<file path="src/rtl/mips_hazard_pkg.sv">
// ---------------------------------------------------------------------------
// mips_hazard_pkg
// Shared types and constants for the hazard/forwarding unit.
//   fwd_sel_e  : EX-stage operand source select (RF / WB / MEM)
//   hz_state_e : stall sequencer state (RUN / STALL)
//   ZERO_REG   : architectural zero register, never a forwarding source
// ---------------------------------------------------------------------------
package mips_hazard_pkg;

  typedef enum logic [1:0] {
    FWD_RF  = 2'b00,
    FWD_WB  = 2'b01,
    FWD_MEM = 2'b10
  } fwd_sel_e;

  typedef enum logic {
    HZ_RUN   = 1'b0,
    HZ_STALL = 1'b1
  } hz_state_e;

  localparam int unsigned ZERO_REG = 0;

endpackage

</file>
<file path="src/rtl/hazard_forward_unit_fwd_match.sv">
// ---------------------------------------------------------------------------
// fwd_match
// Per-operand address comparison for one source channel.
// Ports:
//   ex_src_i        EX-stage source register of this channel
//   id_src_i        ID-stage source register of this channel
//   ex_write_reg_i  EX destination register
//   mem_reg_write_i / mem_mem_read_i / mem_write_reg_i  MEM-stage writer info
//   wb_reg_write_i  / wb_write_reg_i                    WB-stage writer info
//   fwd_e_o         EX operand select (MEM beats WB, else RF)
//   fwd_d_o         ID branch-compare select, 1 = take MEM ALU result
//   id_ex_hit_o     ID source equals EX destination (non-zero)
//   id_mem_hit_o    ID source equals MEM destination (non-zero)
// Purely combinational.
// ---------------------------------------------------------------------------
module fwd_match
  import mips_hazard_pkg::*;
#(
  parameter int ADDR_W = 5
) (
  input  logic [ADDR_W-1:0] ex_src_i,
  input  logic [ADDR_W-1:0] id_src_i,
  input  logic [ADDR_W-1:0] ex_write_reg_i,
  input  logic              mem_reg_write_i,
  input  logic              mem_mem_read_i,
  input  logic [ADDR_W-1:0] mem_write_reg_i,
  input  logic              wb_reg_write_i,
  input  logic [ADDR_W-1:0] wb_write_reg_i,
  output fwd_sel_e          fwd_e_o,
  output logic              fwd_d_o,
  output logic              id_ex_hit_o,
  output logic              id_mem_hit_o
);

  localparam logic [ADDR_W-1:0] ZERO = ADDR_W'(ZERO_REG);

  logic ex_live;
  logic id_live;

  // r0 is hard-wired, so a zero source never depends on an in-flight write.
  assign ex_live = (ex_src_i != ZERO);
  assign id_live = (id_src_i != ZERO);

  always_comb begin
    fwd_e_o = FWD_RF;
    if (ex_live && mem_reg_write_i && (mem_write_reg_i == ex_src_i)) begin
      fwd_e_o = FWD_MEM;
    end else if (ex_live && wb_reg_write_i && (wb_write_reg_i == ex_src_i)) begin
      fwd_e_o = FWD_WB;
    end
  end

  // A load in MEM has no data yet for the ID comparator; that case is a
  // branch hazard handled by the stall logic instead.
  assign fwd_d_o      = id_live && mem_reg_write_i && !mem_mem_read_i &&
                        (mem_write_reg_i == id_src_i);
  assign id_ex_hit_o  = id_live && (ex_write_reg_i == id_src_i);
  assign id_mem_hit_o = id_live && (mem_write_reg_i == id_src_i);

endmodule

</file>
<file path="src/rtl/hazard_forward_unit.sv">
// ---------------------------------------------------------------------------
// hazard_forward_unit
// Forwarding selects and stall/flush control for a 5-stage MIPS pipeline.
// Ports:
//   clk, rst                      clock, synchronous active-high reset
//   idSrc, idBranch               ID source registers / branch flag
//   exSrc, exRegWrite, exMemRead, exWriteReg   EX-stage instruction info
//   MEMregWrite, MEMmemRead, MEMwriteReg        MEM-stage instruction info
//   WBregWrite, WBwriteReg                      WB-stage instruction info
//   forwardE   per-channel EX select [2i+1:2i]: 00 RF, 01 WB, 10 MEM
//   forwardD   per-channel ID branch-compare select, 1 = MEM
//   stallF, stallD, flushE        hold PC, hold IF/ID, bubble into ID/EX
//   stallCount saturating count of stall cycles
// Optional feature macro: HAZARD_PERF_CNT_EN
//   defined   -> stallCount is a saturating counter
//   undefined -> no counter flops, stallCount reads 0
// ---------------------------------------------------------------------------
module hazard_forward_unit
  import mips_hazard_pkg::*;
#(
  parameter int ADDR_W          = 5,
  parameter int NUM_SRC         = 2,
  parameter int LOAD_USE_CYCLES = 1,
  parameter int CNT_W           = 16
) (
  input  logic                      clk,
  input  logic                      rst,
  input  logic [NUM_SRC*ADDR_W-1:0] idSrc,
  input  logic                      idBranch,
  input  logic [NUM_SRC*ADDR_W-1:0] exSrc,
  input  logic                      exRegWrite,
  input  logic                      exMemRead,
  input  logic [ADDR_W-1:0]         exWriteReg,
  input  logic                      MEMregWrite,
  input  logic                      MEMmemRead,
  input  logic [ADDR_W-1:0]         MEMwriteReg,
  input  logic                      WBregWrite,
  input  logic [ADDR_W-1:0]         WBwriteReg,
  output logic [2*NUM_SRC-1:0]      forwardE,
  output logic [NUM_SRC-1:0]        forwardD,
  output logic                      stallF,
  output logic                      stallD,
  output logic                      flushE,
  output logic [CNT_W-1:0]          stallCount
);

  // The first bubble comes from the combinational hazard itself; the FSM
  // only supplies the remaining LOAD_USE_CYCLES-1.
  localparam logic [3:0] REM_INIT = 4'(LOAD_USE_CYCLES - 1);

  logic [NUM_SRC-1:0] id_ex_hit;
  logic [NUM_SRC-1:0] id_mem_hit;
  logic               lu_haz;
  logic               br_haz;
  logic               stall;

  hz_state_e  state_q, state_d;
  logic [3:0] rem_q, rem_d;

  for (genvar gi = 0; gi < NUM_SRC; gi++) begin : g_ch
    fwd_sel_e sel;

    fwd_match #(
      .ADDR_W (ADDR_W)
    ) u_fwd_match (
      .ex_src_i        (exSrc[gi*ADDR_W +: ADDR_W]),
      .id_src_i        (idSrc[gi*ADDR_W +: ADDR_W]),
      .ex_write_reg_i  (exWriteReg),
      .mem_reg_write_i (MEMregWrite),
      .mem_mem_read_i  (MEMmemRead),
      .mem_write_reg_i (MEMwriteReg),
      .wb_reg_write_i  (WBregWrite),
      .wb_write_reg_i  (WBwriteReg),
      .fwd_e_o         (sel),
      .fwd_d_o         (forwardD[gi]),
      .id_ex_hit_o     (id_ex_hit[gi]),
      .id_mem_hit_o    (id_mem_hit[gi])
    );

    assign forwardE[2*gi +: 2] = sel;
  end

  assign lu_haz = exMemRead && exRegWrite && (|id_ex_hit);
  assign br_haz = idBranch && ((exRegWrite && (|id_ex_hit)) ||
                               (MEMmemRead && (|id_mem_hit)));

  always_ff @(posedge clk) begin
    if (rst) begin
      state_q <= HZ_RUN;
      rem_q   <= '0;
    end else begin
      state_q <= state_d;
      rem_q   <= rem_d;
    end
  end

  // In STALL the offending load has already moved on, so a fresh luHaz
  // cannot be the same hazard and is not re-armed here.
  always_comb begin
    state_d = state_q;
    rem_d   = rem_q;
    case (state_q)
      HZ_RUN: begin
        if (lu_haz && (LOAD_USE_CYCLES > 1)) begin
          state_d = HZ_STALL;
          rem_d   = REM_INIT;
        end
      end
      HZ_STALL: begin
        rem_d = rem_q - 4'd1;
        if (rem_q == 4'd1) begin
          state_d = HZ_RUN;
        end
      end
      default: begin
        state_d = HZ_RUN;
        rem_d   = '0;
      end
    endcase
  end

  assign stall  = (lu_haz || br_haz || (state_q == HZ_STALL)) && !rst;
  assign stallF = stall;
  assign stallD = stall;
  assign flushE = stall;

`ifdef HAZARD_PERF_CNT_EN
  logic [CNT_W-1:0] cnt_q, cnt_d;

  always_comb begin
    cnt_d = cnt_q;
    if (stall && (cnt_q != {CNT_W{1'b1}})) begin
      cnt_d = cnt_q + CNT_W'(1);
    end
  end

  always_ff @(posedge clk) begin
    if (rst) begin
      cnt_q <= '0;
    end else begin
      cnt_q <= cnt_d;
    end
  end

  assign stallCount = cnt_q;
`else
  assign stallCount = '0;
`endif

endmodule

</file>
<file path="config.mk">
export PLATFORM = sky130hd
export DESIGN_NAME = hazard_forward_unit
export DESIGN_NICKNAME = d
export VERILOG_FILES = /design/src/rtl/mips_hazard_pkg.sv /design/src/rtl/hazard_forward_unit_fwd_match.sv /design/src/rtl/hazard_forward_unit.sv
export SDC_FILE = /design/constraint.sdc
export NUM_CORES = 1
export LEC_CHECK = 0
export BUFFER_PORTS_ARGS = -buffer_cell sky130_fd_sc_hd__buf_2
export CAP_MARGIN = 10
export CORE_UTILIZATION = 37
export CTS_CLUSTER_DIAMETER = 200
export CTS_CLUSTER_SIZE = 12
export DETAILED_ROUTE_END_ITERATION = 8
export GPL_ROUTABILITY_DRIVEN = 1
export HOLD_SLACK_MARGIN = 0.02
export MAX_ROUTING_LAYER = met4
export PLACE_DENSITY = 0.77
export SYNTH_ARGS = -nofsm -noshare
export SYNTH_HDL_FRONTEND = slang
export SYNTH_HIERARCHICAL = 1
export SYNTH_SLANG_ARGS = --single-unit
</file>
<file path="constraint.sdc">
create_clock -name clk -period 1.75 [get_ports clk]
set_input_delay 0.2625 -clock clk [delete_from_list [all_inputs] [get_ports clk]]
set_output_delay 0.2625 -clock clk [all_outputs]
set_load 0.05 [all_outputs]
</file>
==> flow_summary_export.csv <==
group,metric,value,unit
placement,dp_cells,216,
finish,fin_util,67.3,%
placement,dp_slack,-0.267,ns
sta,fin_ws,-0.206,ns
power,power.share.clock,21.7,%
power,powerDensity,400,mW/mm²
finish,diodes,0,
power,power_frac_seq,18.5,%
finish,final_cell_mix,"40 x buf_2, 27 x xnor2_1, 27 x buf_4",
clocking,clk_pin_slew,0.05,ns
critical_path,worst-path-max-fanout,3,
sta,holdWs,0.294,ns
critical_path,crit_type,"primary input to primary output",
power,peakVddDrop,0.366,mV
critical_path,slowest_stage,"or4_4",
finish,nNetsFinal,240,
sta,setup_violations,3,
critical_path,end_kind,"primary output",
floorplanning,ios,68,
power,p_leak,0.671,nW
critical_path,path_buf_inv,2,
drt,drt_wl_total,2760,µm
logic_synthesis,syn_area_per_cell,7.93,µm²
floorplanning,rows,17,
status,run_status,"complete, but fails checks",
critical_path,path_delay_family,"simple AND/OR/NAND/NOR gates",
global_route,grt_pass1_vias,1017,
flow_run,drv_cap,0,
placement,io_buffer_count,51,
critical_path,cpPeakStageDelay,0.54,ns
floorplanning,core-area,0.00230,mm²
clocking,clockRootBuffer,"clkbuf_4",
logic_synthesis,netlist_area,936,µm²
floorplanning,die_area,0.00273,mm²
power,p_int,0.353,mW
clocking,cts_tree,"yes",
sta,rsz0062_at_grt,"true",
power,switching_power,0.266,mW
drt,first_iter_violations,7,
finish,layout-area-overhead-vs-synth,65.1,%
sta,hold_viol_final,0,
clocking,cts_sinks,5,
logic_synthesis,ys_seq_area_share,10.7,%
power,swShare,43.0,%
global_route,grt_usage,21.2,%
clocking,clock_latency,0.24,ns
placement,dpl_cell_area,0.00139,mm²
critical_path,crit_required,1.49,ns
logic_synthesis,netlist_top_cells_area,"xnor2_1 28%, buf_4 14%, xor2_1 12%",
clocking,cts.htree.levels,1,
sta,finalClockSkew,0.00515,ns
finish,drive_gt1_share,50.0,%
drt,post_drt_wl_per_cell,12.4,µm
drt,ant_nets,0,
sta,max_freq,511,MHz
logic_synthesis,synth_top_area_share,28.1,%
global_route,antenna_found_initial,0,
status,violations,"setup timing",
floorplanning,fp.dieW,52.3,µm
drt,first_pass_iters,4,
sta,drv_slew,0,
floorplanning,start_util,40.7,%
drt,viasPerCell,4.82,
logic_synthesis,yosysTopAreaCell,"xnor2_1",
finish,layout_commonest_cell,"buf_2",
power,pwr-share-comb,59.8,%
power,power,0.618,mW
placement,place.gp.congestion,0.840,
finish,fillerInstances,192,
floorplanning,die_h,52.3,µm
global_route,gr-total-overflow,0,
global_route,grt_first_pass_wirelength,4260,µm
min_path,hold_path_class,"primary input to flop",
placement,hpwl,2180,µm
drt,drc_errors,0,
clocking,cts_inserted_buffers,3,
finish,final_cell_area,0.00155,mm²
drt,vias,1070,
clocking,clockBufferDepth,2,
critical_path,critPathArrivalTime,1.69,ns
sta,period_share,112,%
global_route,grt_max_degree,7,
sta,finalCriticalPeriod,1.96,ns
critical_path,start_kind,"primary input",
finish,instances_no_fill,222,
logic_synthesis,synth_cell_types,23,
logic_synthesis,ys_warn_count,6,
logic_synthesis,ys_ff_latch,5,
critical_path,crit_path_frequent_cell,"buf_6",
sta,fin_tns_setup,-0.617,ns
critical_path,crit_path_cell_trace,"buf_6 -> or4_4 -> nor2_4 -> nor3_2 -> o211ai_1 -> a31oi_4 -> buf_6",
logic_synthesis,syn_inst,118,
synth_stat cells:
master / count
xnor2_1: 30
buf_4: 18
xor2_1: 13
nor2_1: 9
nor4_1: 6
dfxtp_1: 5
nand2_1: 5
nand3_1: 4
or4_1: 4
inv_1: 3
a2111oi_0: 2
a211oi_1: 2
and2_1: 2
and3b_1: 2
ha_1: 2
nand2b_1: 2
nand4_1: 2
nor3_1: 2
a31oi_1: 1
conb_1: 1
nor4b_4: 1
o211ai_1: 1
o221ai_1: 1
area by class of cell:
type                    count  area [µm²]  share of cell area (%)
inverters                   3        11.3                   0.729
well taps                  28        35.0                    2.27
multi-input cells         107         883                    57.2
flip-flops and latches      5         100                    6.48
repair buffers             75         489                    31.7
clock buffers               4        26.3                    1.70
per-layer routing:
layer / vias up / global-route usage (%) / wire, µm
li1: 527 / - / -
met1: 494 / 22.2 / 1160
met2: 49 / 40.9 / 1420
met3: 0 / 5.22 / 189
met4: 0 / 1.75 / 0
met5: - / - / 0
final timing paths:
kind,startpoint,end,slack [ns],cells after the start
max,idSrc[8],stallD,-0.21,7
min,rst,rem_q[0],0.29,2
max reg2reg,rem_q[0],rem_q[1],0.63,3
min reg2reg,rem_q[3],state_q,0.52,2
registers in the layout, indices dropped and copies added, names as in the netlist:
signal,cells
rem_q,4
state_q,1
repair_timing:
action	CTS	global route
hold buffers	0	0
setup buffers	1	1
pin swaps	10	3
resized for setup	15	14
setup endpoints to repair	3	8
hold endpoints to repair	0	0
power groups by stage:
stage	Clock (mW)	Combinational [mW]	Sequential, mW
6_report	0.134	0.370	0.114
5_1_grt	0.147	0.394	0.114
3_3_place_gp	0	0.332	0.116
4_1_cts	0.141	0.359	0.114
2_1_floorplan	0	0.227	0.116
3_5_place_dp	0	0.341	0.116
worst reg2reg max path, cell delays in order, from the launching register on:
cell and delay [ns]:
dfxtp_1 0.44, inv_1 0.07, ha_1 0.29, a211oi_1 0.23
kinds of logic after synthesis:
family                   share of synthesized area, %
adder cells (fa/ha/maj)                          2.67
buffers and inverters                            15.6
AO/OA/AOI/OAI                                    5.88
flip-flops                                       10.7
other                                           0.401
XOR/XNOR                                         40.2
AND/OR/NAND/NOR                                  24.5
Power figures use the tool's default switching activity.
